File: config.mk
export PLATFORM = sky130hd
export DESIGN_NAME = hazard_ctrl
export DESIGN_NICKNAME = d
export VERILOG_FILES = /design/src/rtl/hazard_ctrl_pkg.sv /design/src/rtl/hazard_stall_cnt.sv /design/src/rtl/hazard_ctrl.sv
export SDC_FILE = /design/constraint.sdc
export NUM_CORES = 1
export LEC_CHECK = 0
export CORE_UTILIZATION = 43
export CTS_BUF_LIST = sky130_fd_sc_hd__clkbuf_4
export CTS_CLUSTER_SIZE = 8
export DETAILED_ROUTE_END_ITERATION = 6
export MAX_ROUTING_LAYER = met4
export PLACE_DENSITY = 0.72
export SYNTH_ARGS = -nofsm -noshare
export SYNTH_HDL_FRONTEND = slang
export SYNTH_SLANG_ARGS = --single-unit
File: constraint.sdc
create_clock -name clk_i -period 5.42 [get_ports clk_i]
set_clock_uncertainty 0.2 [all_clocks]
set_input_delay 0.813 -clock clk_i [delete_from_list [all_inputs] [get_ports clk_i]]
set_output_delay 0.813 -clock clk_i [all_outputs]
set_load 0.05 [all_outputs]
File: src/rtl/hazard_ctrl_pkg.sv
// Shared pipeline definitions for the hazard controller and the multiplier datapath.
// Both sides take their multiply latency from MUL_LAT_DEF so they cannot disagree.
package hazard_ctrl_pkg;

    typedef enum logic {
        RUN = 1'b0,
        MUL = 1'b1
    } hz_state_e;

    localparam logic [4:0] REG_ZERO    = 5'd0;
    localparam int         MUL_LAT_DEF = 4;
    localparam int         MUL_CNT_W   = 4;

endpackage

File: src/rtl/hazard_stall_cnt.sv
// Saturating stall-cycle counter for performance debug; holds at all-ones.
module hazard_stall_cnt #(
    parameter int CNT_W = 32
) (
    input  logic             clk_i,
    input  logic             rst_i,
    input  logic             inc_i,
    output logic [CNT_W-1:0] cnt_o
);

    logic [CNT_W-1:0] cnt_q;

    always_ff @(posedge clk_i) begin
        if (!rst_i) begin
            cnt_q <= '0;
        end else if (inc_i && (cnt_q != {CNT_W{1'b1}})) begin
            cnt_q <= cnt_q + CNT_W'(1);
        end
    end

    assign cnt_o = cnt_q;

endmodule

File: src/rtl/hazard_ctrl.sv
// Pipeline hazard controller: load-use stall, multi-cycle multiply hold and
// taken-branch squash of the IF/ID register, plus a saturating stall counter.
module hazard_ctrl
    import hazard_ctrl_pkg::*;
#(
    parameter int MUL_LAT = MUL_LAT_DEF,
    parameter int CNT_W   = 32
) (
    input  logic             clk_i,
    input  logic             rst_i,
    input  logic             start_i,
    input  logic             idex_memread_i,
    input  logic [4:0]       idex_rt_i,
    input  logic [4:0]       ifid_rs_i,
    input  logic [4:0]       ifid_rt_i,
    input  logic             ifid_mul_i,
    input  logic             branch_taken_i,
    output logic             hazard_pc_o,
    output logic             ifid_stall_o,
    output logic             ifid_flush_o,
    output logic             idex_bubble_o,
    output logic             mul_busy_o,
    output logic [CNT_W-1:0] stall_cnt_o
);

    hz_state_e            state_q, state_d;
    logic [MUL_CNT_W-1:0] mul_cnt_q, mul_cnt_d;
    logic                 mul_busy_p1;
    logic                 lu;

    assign lu = idex_memread_i && (idex_rt_i != REG_ZERO) &&
                ((idex_rt_i == ifid_rs_i) || (idex_rt_i == ifid_rt_i));

    // Stage 0: next state and combinational hazard controls.
    // The multiply itself advances into EX in the RUN cycle, so MUL only
    // needs MUL_LAT-1 held cycles, counted down from MUL_LAT-2 to 0.
    always_comb begin
        state_d       = state_q;
        mul_cnt_d     = mul_cnt_q;
        hazard_pc_o   = 1'b0;
        ifid_stall_o  = 1'b0;
        ifid_flush_o  = 1'b0;
        idex_bubble_o = 1'b0;
        if (rst_i) begin
            case (state_q)
                RUN: begin
                    if (start_i) begin
                        if (lu) begin
                            hazard_pc_o   = 1'b1;
                            ifid_stall_o  = 1'b1;
                            idex_bubble_o = 1'b1;
                        end else if (ifid_mul_i) begin
                            state_d   = MUL;
                            mul_cnt_d = MUL_CNT_W'(MUL_LAT - 2);
                        end else if (branch_taken_i) begin
                            ifid_flush_o = 1'b1;
                        end
                    end
                end
                MUL: begin
                    hazard_pc_o   = 1'b1;
                    ifid_stall_o  = 1'b1;
                    idex_bubble_o = 1'b1;
                    if (mul_cnt_q == '0) begin
                        state_d = RUN;
                    end else begin
                        mul_cnt_d = mul_cnt_q - MUL_CNT_W'(1);
                    end
                end
                default: begin
                    state_d = RUN;
                end
            endcase
        end
    end

    // Stage 1: registered FSM state and busy flag.
    always_ff @(posedge clk_i) begin
        if (!rst_i) begin
            state_q     <= RUN;
            mul_cnt_q   <= '0;
            mul_busy_p1 <= 1'b0;
        end else begin
            state_q     <= state_d;
            mul_cnt_q   <= mul_cnt_d;
            mul_busy_p1 <= (state_d == MUL);
        end
    end

    assign mul_busy_o = mul_busy_p1;

    hazard_stall_cnt #(
        .CNT_W(CNT_W)
    ) u_stall_cnt (
        .clk_i(clk_i),
        .rst_i(rst_i),
        .inc_i(hazard_pc_o),
        .cnt_o(stall_cnt_o)
    );

endmodule
==> impl.org, run 1 <==
** Timing
- Setup repair after global routing missed its margin :: false
- Transition at the pin with the smallest max-transition slack :: 0.872 ns
- Headroom to the max-slew limit came out at 0.416.
- The number of hold violations in the final report is 0.
- Final Setup Violations :: 0
- Shortest period the worst path allows :: between 4 and 5 ns
- Setup slack closes at 1.15 ns.
- Fin. max-slew vios :: 0
- Hold is met by roughly 0.28 ns.
- Post-route fraction of the period consumed by the critical path :: 0.787
- TNS Setup :: 0 ns
- For this run, the top clock speed supported by timing is 234 MHz.

** Flow run
- Total of max-cap violations :: 0

** Placement
- Once placement finished, the instance area stood at 2810 µm².
- Pre-CTS setup slack :: 1.13 ns
- GPL Wtd Cong :: 0.741
- Port Buffer Count :: 57
- Once detailed placement completed, the half-perimeter wirelength came to about 3.8 mm.
- After detailed placement, the design holds a cell count of between 300 and 400.

** GRT
- Overflow left after global routing :: 0
- For this run, global-route usage on met3 was measured as 0.0407.
- In the global route stage, overall resource usage came out at 0.218.
- For this run, global-route usage on met1 was measured as 0.271.
- Initial antenna violation count :: 0
- Entering global routing, the biggest net connects 36 pins.
- Routing usage on met2 :: 0.360
- Via count of the first global-routing pass :: between 1500 and 2000
- Wire length of the first global-routing pass :: 9.02 mm
- Most Crowded Layer GR :: met2

** Logic synthesis
- When the netlist entered floorplanning its net count stood at 282.
- Cells after Synth :: 259
- Number of distinct library cell variants in the gate-level netlist after synthesis :: 58
- Area share of the largest cell type after synthesis :: 0.330
- Largest area contributor in the synthesized netlist :: sky130_fd_sc_hd__dfxtp_1
- The synthesized design contains 0 enable-type register cells.
- Counting flops with an async set or reset pin after synthesis yields a share of 0.
- By instance count, the leading cell after synthesis is sky130_fd_sc_hd__dfxtp_1.
- In this run the cell area of the synthesized design comes to between 2000 and 2500 µm².
- A synthesized cell averages 8.66 µm².
- Most numerous cell types in the synthesized netlist :: 37 x sky130_fd_sc_hd__dfxtp_1, 26 x sky130_fd_sc_hd__a21oi_1, 23 x sky130_fd_sc_hd__nand2_1, 19 x sky130_fd_sc_hd__o31ai_1
- For this run, the register share of the synthesized area comes to 0.330.
- Top FF cell, synth :: sky130_fd_sc_hd__dfxtp_1
- During synthesis, Yosys emitted a total of 0 warnings.
- Biggest area contributors in the synthesized netlist :: sky130_fd_sc_hd__dfxtp_1 33%, sky130_fd_sc_hd__o31ai_1 6.4%, sky130_fd_sc_hd__a21oi_1 5.8%
- In this run, synthesis produced a sequential element count of 37.

** Floorplan
- Die boundary width :: 74.2 µm
- For this configuration, the core starts out at a cell density of 0.460.
- Die height :: ~74 µm
- Standard-cell row count :: 25
- I/O pin count :: 58
- The floorplan step defined a die boundary enclosing ~5500 µm².
- Core footprint :: 4880 µm²

** Cells and area
- Number of standard cells in the layout, taps in and fillers out :: 380
- Antenna cell count :: 0
- The area growth from synthesis to layout is 27.7%.
- After filler insertion, the fill cell instance count of the layout stands at 474.
- Final-stage net count :: 335
- Final design utilization :: 0.587
- Share of layout cells above drive strength 1 :: 0.0990
- Finished Cell Area :: 2870 µm²

** CTS
- Post-CTS repair changed the size of 0 cells.
- No sink is reached through more buffers than the 2 on the longest clock path.
- Clock tree synthesis selected as its root buffer the cell sky130_fd_sc_hd__clkbuf_4.
- Clock tree synthesis found a total of 37 sinks.
- The later pin in the worst-skew pair is clocked with a latency of 0.36 ns.
- Number of CTS-inserted buffers :: 5
- TritonCTS built the clock tree.
- In this run the number of H-tree levels came out at 2.
- Clock-pin slew was measured on the worst setup and hold paths at about 0.1 ns.
- Setup bufs post-CTS :: 0
- Quantity of hold-fixing buffers added after cts :: 0

** Routing
- In the routed design, unresolved DRC markers number 0.
- After the first detailed-routing iteration, the DRC count stood at 130.
- Post-Route WL :: 5.24 mm
- Dividing the detail-routed via count by the number of cells gives 5.67.
- After detailed routing, the average wire length per cell comes to between 10 and 15 µm.
- Summing over every cut layer, the via total after detailed routing is 2155.
- In this run the remaining antenna-violating nets after routing total 0.
- For this run, the detailed router's first-pass iteration total came to 4.

** Power and ir drop
- Power Density :: 173 nW/µm²
- The analysis attributes to cell leakage a power of ~0.87 nW.
- PnR Total Power :: slightly below 0.5 mW
- Across the VDD grid, the largest voltage drop is 0.0000779 V.

** Worst setup path
- Buf/Inv on CP :: 2
- For this run, the slowest stage of the critical path takes 0.85 ns.
- STA classifies the critical path startpoint as a primary input.
- Max Fanout on Critical Path :: 3
- Data arrives at the worst endpoint at 3.25 ns.
- Cell with the biggest individual delay on the critical path :: sky130_fd_sc_hd__clkdlybuf4s50_1
- By startpoint and endpoint, the worst setup path is classified as primary input to primary output.
- The cell that appears most often on the critical path is sky130_fd_sc_hd__clkdlybuf4s50_1.
- At the worst endpoint, the required time is 4.41 ns.
- Measured in cells, the most critical reg-to-reg path has a length of 6.
- Number of stages on the worst setup path :: 6
- Walking the worst path, the cells encountered are clkdlybuf4s50_1 -> or4_4 -> o21a_1 -> a21oi_1 -> nor4bb_1 -> clkdlybuf4s50_1.
- STA classifies the critical path endpoint as a primary output.
- Crit path max-delay family :: buffers and inverters

** Worst hold path
- The worst hold path was traced through 2 stages.
- Path category of the worst min-delay check :: flop to flop

** Run status
- The run finished with clean final reports.
cell families after synthesis:
logic type	synth area share
fa+ha+maj	0.0112
xor+xnor	0.0429
buf+inv	0.0625
compound gates	0.219
mux	0.0268
simple gates	0.308
flops	0.330
routing by layer:
metal	share of wire	wire length (µm)
met1	0.46	2390
met2	0.49	2550
met3	0.042	220
met4	0.015	77
met5	0	0
tightest hold or removal path: stages, from the launching register on:
cell and delay [ns]:
sky130_fd_sc_hd__dfxtp_1 0.32, sky130_fd_sc_hd__inv_1 0.07, sky130_fd_sc_hd__a21oi_1 0.06
state kept, by name, summed over array words and instances, names as in the netlist:
register,flops
u_stall_cnt.cnt_o,32
mul_cnt_q,4
mul_busy_o,1
power by group:
| part | internal, mW | switching, mW | total [mW] |
|---|---|---|---|
| logic | 0.0318 | 0.0372 | 0.0690 |
| clock network | 0.0544 | 0.0947 | 0.149 |
| registers | 0.274 | 0.00265 | 0.277 |
| total | 0.360 | 0.135 | 0.495 |
area by class of cell:
class / instances / area (µm²) / area share
well taps: 67 / 83.8 / 0.0293
repair buffers: 58 / 578 / 0.202
inverters: 12 / 45.0 / 0.0157
clock inverters: 2 / 10.0 / 0.00349
flip-flops and latches: 37 / 741 / 0.259
multi-input cells: 198 / 1360 / 0.476
clock buffers: 6 / 45.0 / 0.0157
worst paths after layout:
| kind | start | end | slack [ns] |
|---|---|---|---|
| setup / recovery | idex_rt_i[1] | ifid_flush_o | 1.15 |
| hold / removal | mul_cnt_q[1] | mul_cnt_q[1] | 0.28 |
| setup reg to reg | u_stall_cnt.cnt_o[20] | u_stall_cnt.cnt_o[7] | 2.97 |
| hold reg to reg | mul_cnt_q[1] | mul_cnt_q[1] | 0.28 |
cell usage in the layout, fill, tap and decap left out, drive strengths merged, types with 7 or more instances in the layout:
cell type / count
o211ai: 7
clkdlybuf4s50: 57
inv: 11
a21oi: 26
or3: 8
o21ai: 10
nor2: 10
nand4: 9
o31ai: 19
xnor2: 10
nand3: 15
nand2: 24
or4: 15
nand2b: 7
dfxtp: 37
Power figures use the tool's default switching activity.
==> run 2: changes to the inputs <==
==> constraint.sdc (replaced) <==
create_clock -name clk_i -period 4.4 [get_ports clk_i]
set_clock_uncertainty 0.2 [all_clocks]
set_input_delay 0.66 -clock clk_i [delete_from_list [all_inputs] [get_ports clk_i]]
set_output_delay 0.66 -clock clk_i [all_outputs]
set_load 0.05 [all_outputs]
==> impl.org, run 2 (synthesis results as in run 1) <==
** Worst setup path
- The most critical setup path has its startpoint at idex_rt_i[1].
- STA classifies the critical path startpoint as a primary input.
- The data arrival time of the critical path is 3.17 ns (-0.08 ns).
- Number of cells traversed by the worst register-to-register path :: 6 (unchanged)
- The worst setup path is of the primary input to primary output kind.
- Startpoint of the lowest-slack register-to-register path :: u_stall_cnt.cnt_o[20]
- The critical path ends at ifid_flush_o.
- The required time of the critical path is 3.54 ns (-0.87 ns).
- The worst register-to-register path ends at u_stall_cnt.cnt_o[7].
- Max Fanout on Critical Path :: 3 (unchanged)
- R2r setup slk :: 1.94 ns (-1.03 ns)
- Crit. End Element :: primary output

** GRT
- Initial antenna violation count :: 0 (unchanged)
- The first-pass GRT wire length was 9.06 mm (+0.45%).
- Global-route total usage across every layer :: 0.219 (+0.000614)
- The total grt overflow came to 0 (unchanged).
- Maximum number of pins on one net before global-route repair :: 36 (unchanged)
- Via count of the first global-routing pass :: 1974 (+1.7%)

** Cells and area
- The number of fill cells is 464 (-2.1%).
- Share of layout cells above drive strength 1 :: 0.0987 (-0.000315)
- Final-stage net count :: 336 (+0.30%)
- Commonest cells after routing, fill and taps aside :: 57 x sky130_fd_sc_hd__clkdlybuf4s50_1, 37 x sky130_fd_sc_hd__dfxtp_1, 26 x sky130_fd_sc_hd__a21oi_1
- The number of flip-flops under the largest register name came to 32 (unchanged).
- The library cell used most frequently in the layout, excluding fill and tap cells, is sky130_fd_sc_hd__clkdlybuf4s50_1.
- The final core utilization is 0.594 (+0.00641).
- Antenna cell count :: 0 (unchanged)
- Relative to the synthesized area, the layout overhead comes to 29.1%.

** Floorplan
- The total core area is 4880 µm² (unchanged).
- The floorplan die width came to 74.2 µm (unchanged).
- Die height :: 74.2 µm (unchanged)
- The overall die area came to 5510 µm² (unchanged).
- Starting Density :: 0.460 (unchanged)
- The total number of placement rows came to 25 (unchanged).
- I/O pin count :: 58 (unchanged)

** CTS
- The insertion delay of the later-clocked pin in the worst-skew pair is 0.34 ns (-0.02 ns).
- The clock slew seen by the registers of the worst setup and hold paths came to 0.10 ns (about the same).
- The number of buffers inserted by hold repair at cts came to 0 (unchanged).
- Buffer depth of the longest clock path :: 2 (unchanged)
- Number of CTS-inserted buffers :: 5 (unchanged)
- Quantity of gates resized following cts :: 0 (unchanged)
- TritonCTS built the clock tree.
- The post-CTS setup buffer count came to 0 (unchanged).
- Clock tree synthesis selected as its root buffer the cell sky130_fd_sc_hd__clkbuf_4.
- H-tree depth :: 2 (unchanged)
- The clock sink total was 37 (unchanged).

** Power and ir drop
- The register share of total power was 0.512 (-0.047).
- The combinational cell fraction of total power is 0.129 (-0.010).
- The leakage power total is 0.879 nW (+1.5%).
- Power share of the clock group :: 0.359 (+0.058)
- Switching fraction of total power :: 0.246 (-0.0260)
- The power per unit of standard cell area came to 230 nW/µm² (+33%).
- The total internal power was 0.502 mW (+39%).
- PnR Total Power :: 0.666 mW (+35%)
- Switching power total :: 0.164 mW (+22%)
- Highest ir drop seen on vdd :: 0.000114 V (+46%)

** Placement
- Port Buffer Count :: 57 (unchanged)
- The sum of net half-perimeters after detailed placement is 3.85 mm (+0.58%).
- GPL Wtd Cong :: 0.736 (-0.58%)

** Timing
- Subtracting the final worst setup slack from the clock period gives approximately 4 ns.
- Transition at the pin with the smallest max-transition slack :: 0.890 ns (+0.0181 ns)
- Relative slew margins :: 0.404 (-0.0121)
- The number of hold violations in the final report came to 0 (unchanged).
- Fin. max-slew vios :: 0 (unchanged)
- Top achievable clock speed :: 248 MHz
- TNS Setup :: 0 ns (unchanged)
- Post-route fraction of the period consumed by the critical path :: 0.915
- The final setup violation count was 0 (unchanged).
- Setup repair after global routing missed its margin :: false

** Routing
- Post-Route WL :: 5.35 mm (+2.1%)
- The detailed-route DRC error count was 0 (unchanged).
- The initial detailed-routing violation count was 130 (unchanged).
- Avg Vias per Cell :: 5.72 (+0.85%)
- The detailed-routing iteration count for the pre-antenna-repair pass is 4 (unchanged).
- Number of antenna-violating nets in the routed design :: 0 (unchanged)
- Vias :: 2179 (+1.1%)
- The average wire length per cell after detail routing came to 14.0 µm (+1.8%).

** Flow run
- Total of max-cap violations :: 0 (unchanged)

** Worst hold path
- Path category of the worst min-delay check :: flop to flop
- Startpoint of the tightest hold check path :: mul_cnt_q[1]

** Run status
- The flow ran to the end, and the final reports show no timing, DRC or antenna violations.
==> run 2: worst min-delay path by stage <==
| stage | to | slack (ns) | cells after the start |
|---|---|---|---|
| global placement | mul_cnt_q[1] | 0.26 | 2 |
| floorplan | mul_cnt_q[1] | 0.24 | 2 |
| CTS | mul_cnt_q[1] | 0.28 | 2 |
| detailed placement | mul_cnt_q[1] | 0.27 | 2 |
| global route | mul_cnt_q[1] | 0.30 | 2 |
| finish | mul_cnt_q[1] | 0.28 | 2 |
==> run 2: layout make-up <==
cell class                      instances  area (µm²)  share of cell area
Sequential cell                        37         741               0.256
Timing Repair Buffer                   59         586               0.202
Clock buffer                            6        45.0              0.0156
Inverter                               12        45.0              0.0156
Tap cell                               67        83.8              0.0289
Multi-Input combinational cell        198        1360               0.470
Clock inverter                          2        33.8              0.0117
==> run 2: critical path, stage by stage <==
cell and delay (ns):
sky130_fd_sc_hd__clkdlybuf4s50_1 0.48, sky130_fd_sc_hd__or4_4 0.59, sky130_fd_sc_hd__o21a_1 0.20, sky130_fd_sc_hd__a21oi_1 0.13, sky130_fd_sc_hd__nor4bb_1 0.25, sky130_fd_sc_hd__clkdlybuf4s50_1 0.86
==> run 2: power groups by stage <==
stage | sequential [mW] | combinational [mW] | clock [mW]
floorplan | 0.351 | 0.0507 | 0
global placement | 0.349 | 0.0852 | 0
detailed placement | 0.349 | 0.0862 | 0
CTS | 0.341 | 0.0864 | 0.246
global route | 0.342 | 0.0931 | 0.260
finish | 0.341 | 0.0859 | 0.239
==> run 2: stage by stage <==
step                      instance area, µm²  std cells  hold slack [ns]  setup WS (ns)
after global routing                    2900        381            0.297          0.274
after detailed placement                2820        373            0.266          0.380
final                                   2900        381            0.281          0.372
after CTS                               2900        381            0.282          0.379
after global placement                  2820        373            0.261          0.434
after floorplan                         2240        259            0.242          0.533
==> run 2: metal layers <==
metal	part of all wire	wire [µm]	global-route usage	vias to the layer above
met1	0.46	2490	0.281	1029
li1	-	-	-	1086
met2	0.48	2560	0.358	60
met5	0	0	-	-
met4	0.0095	51	0.0503	0
met3	0.047	253	0.0407	4
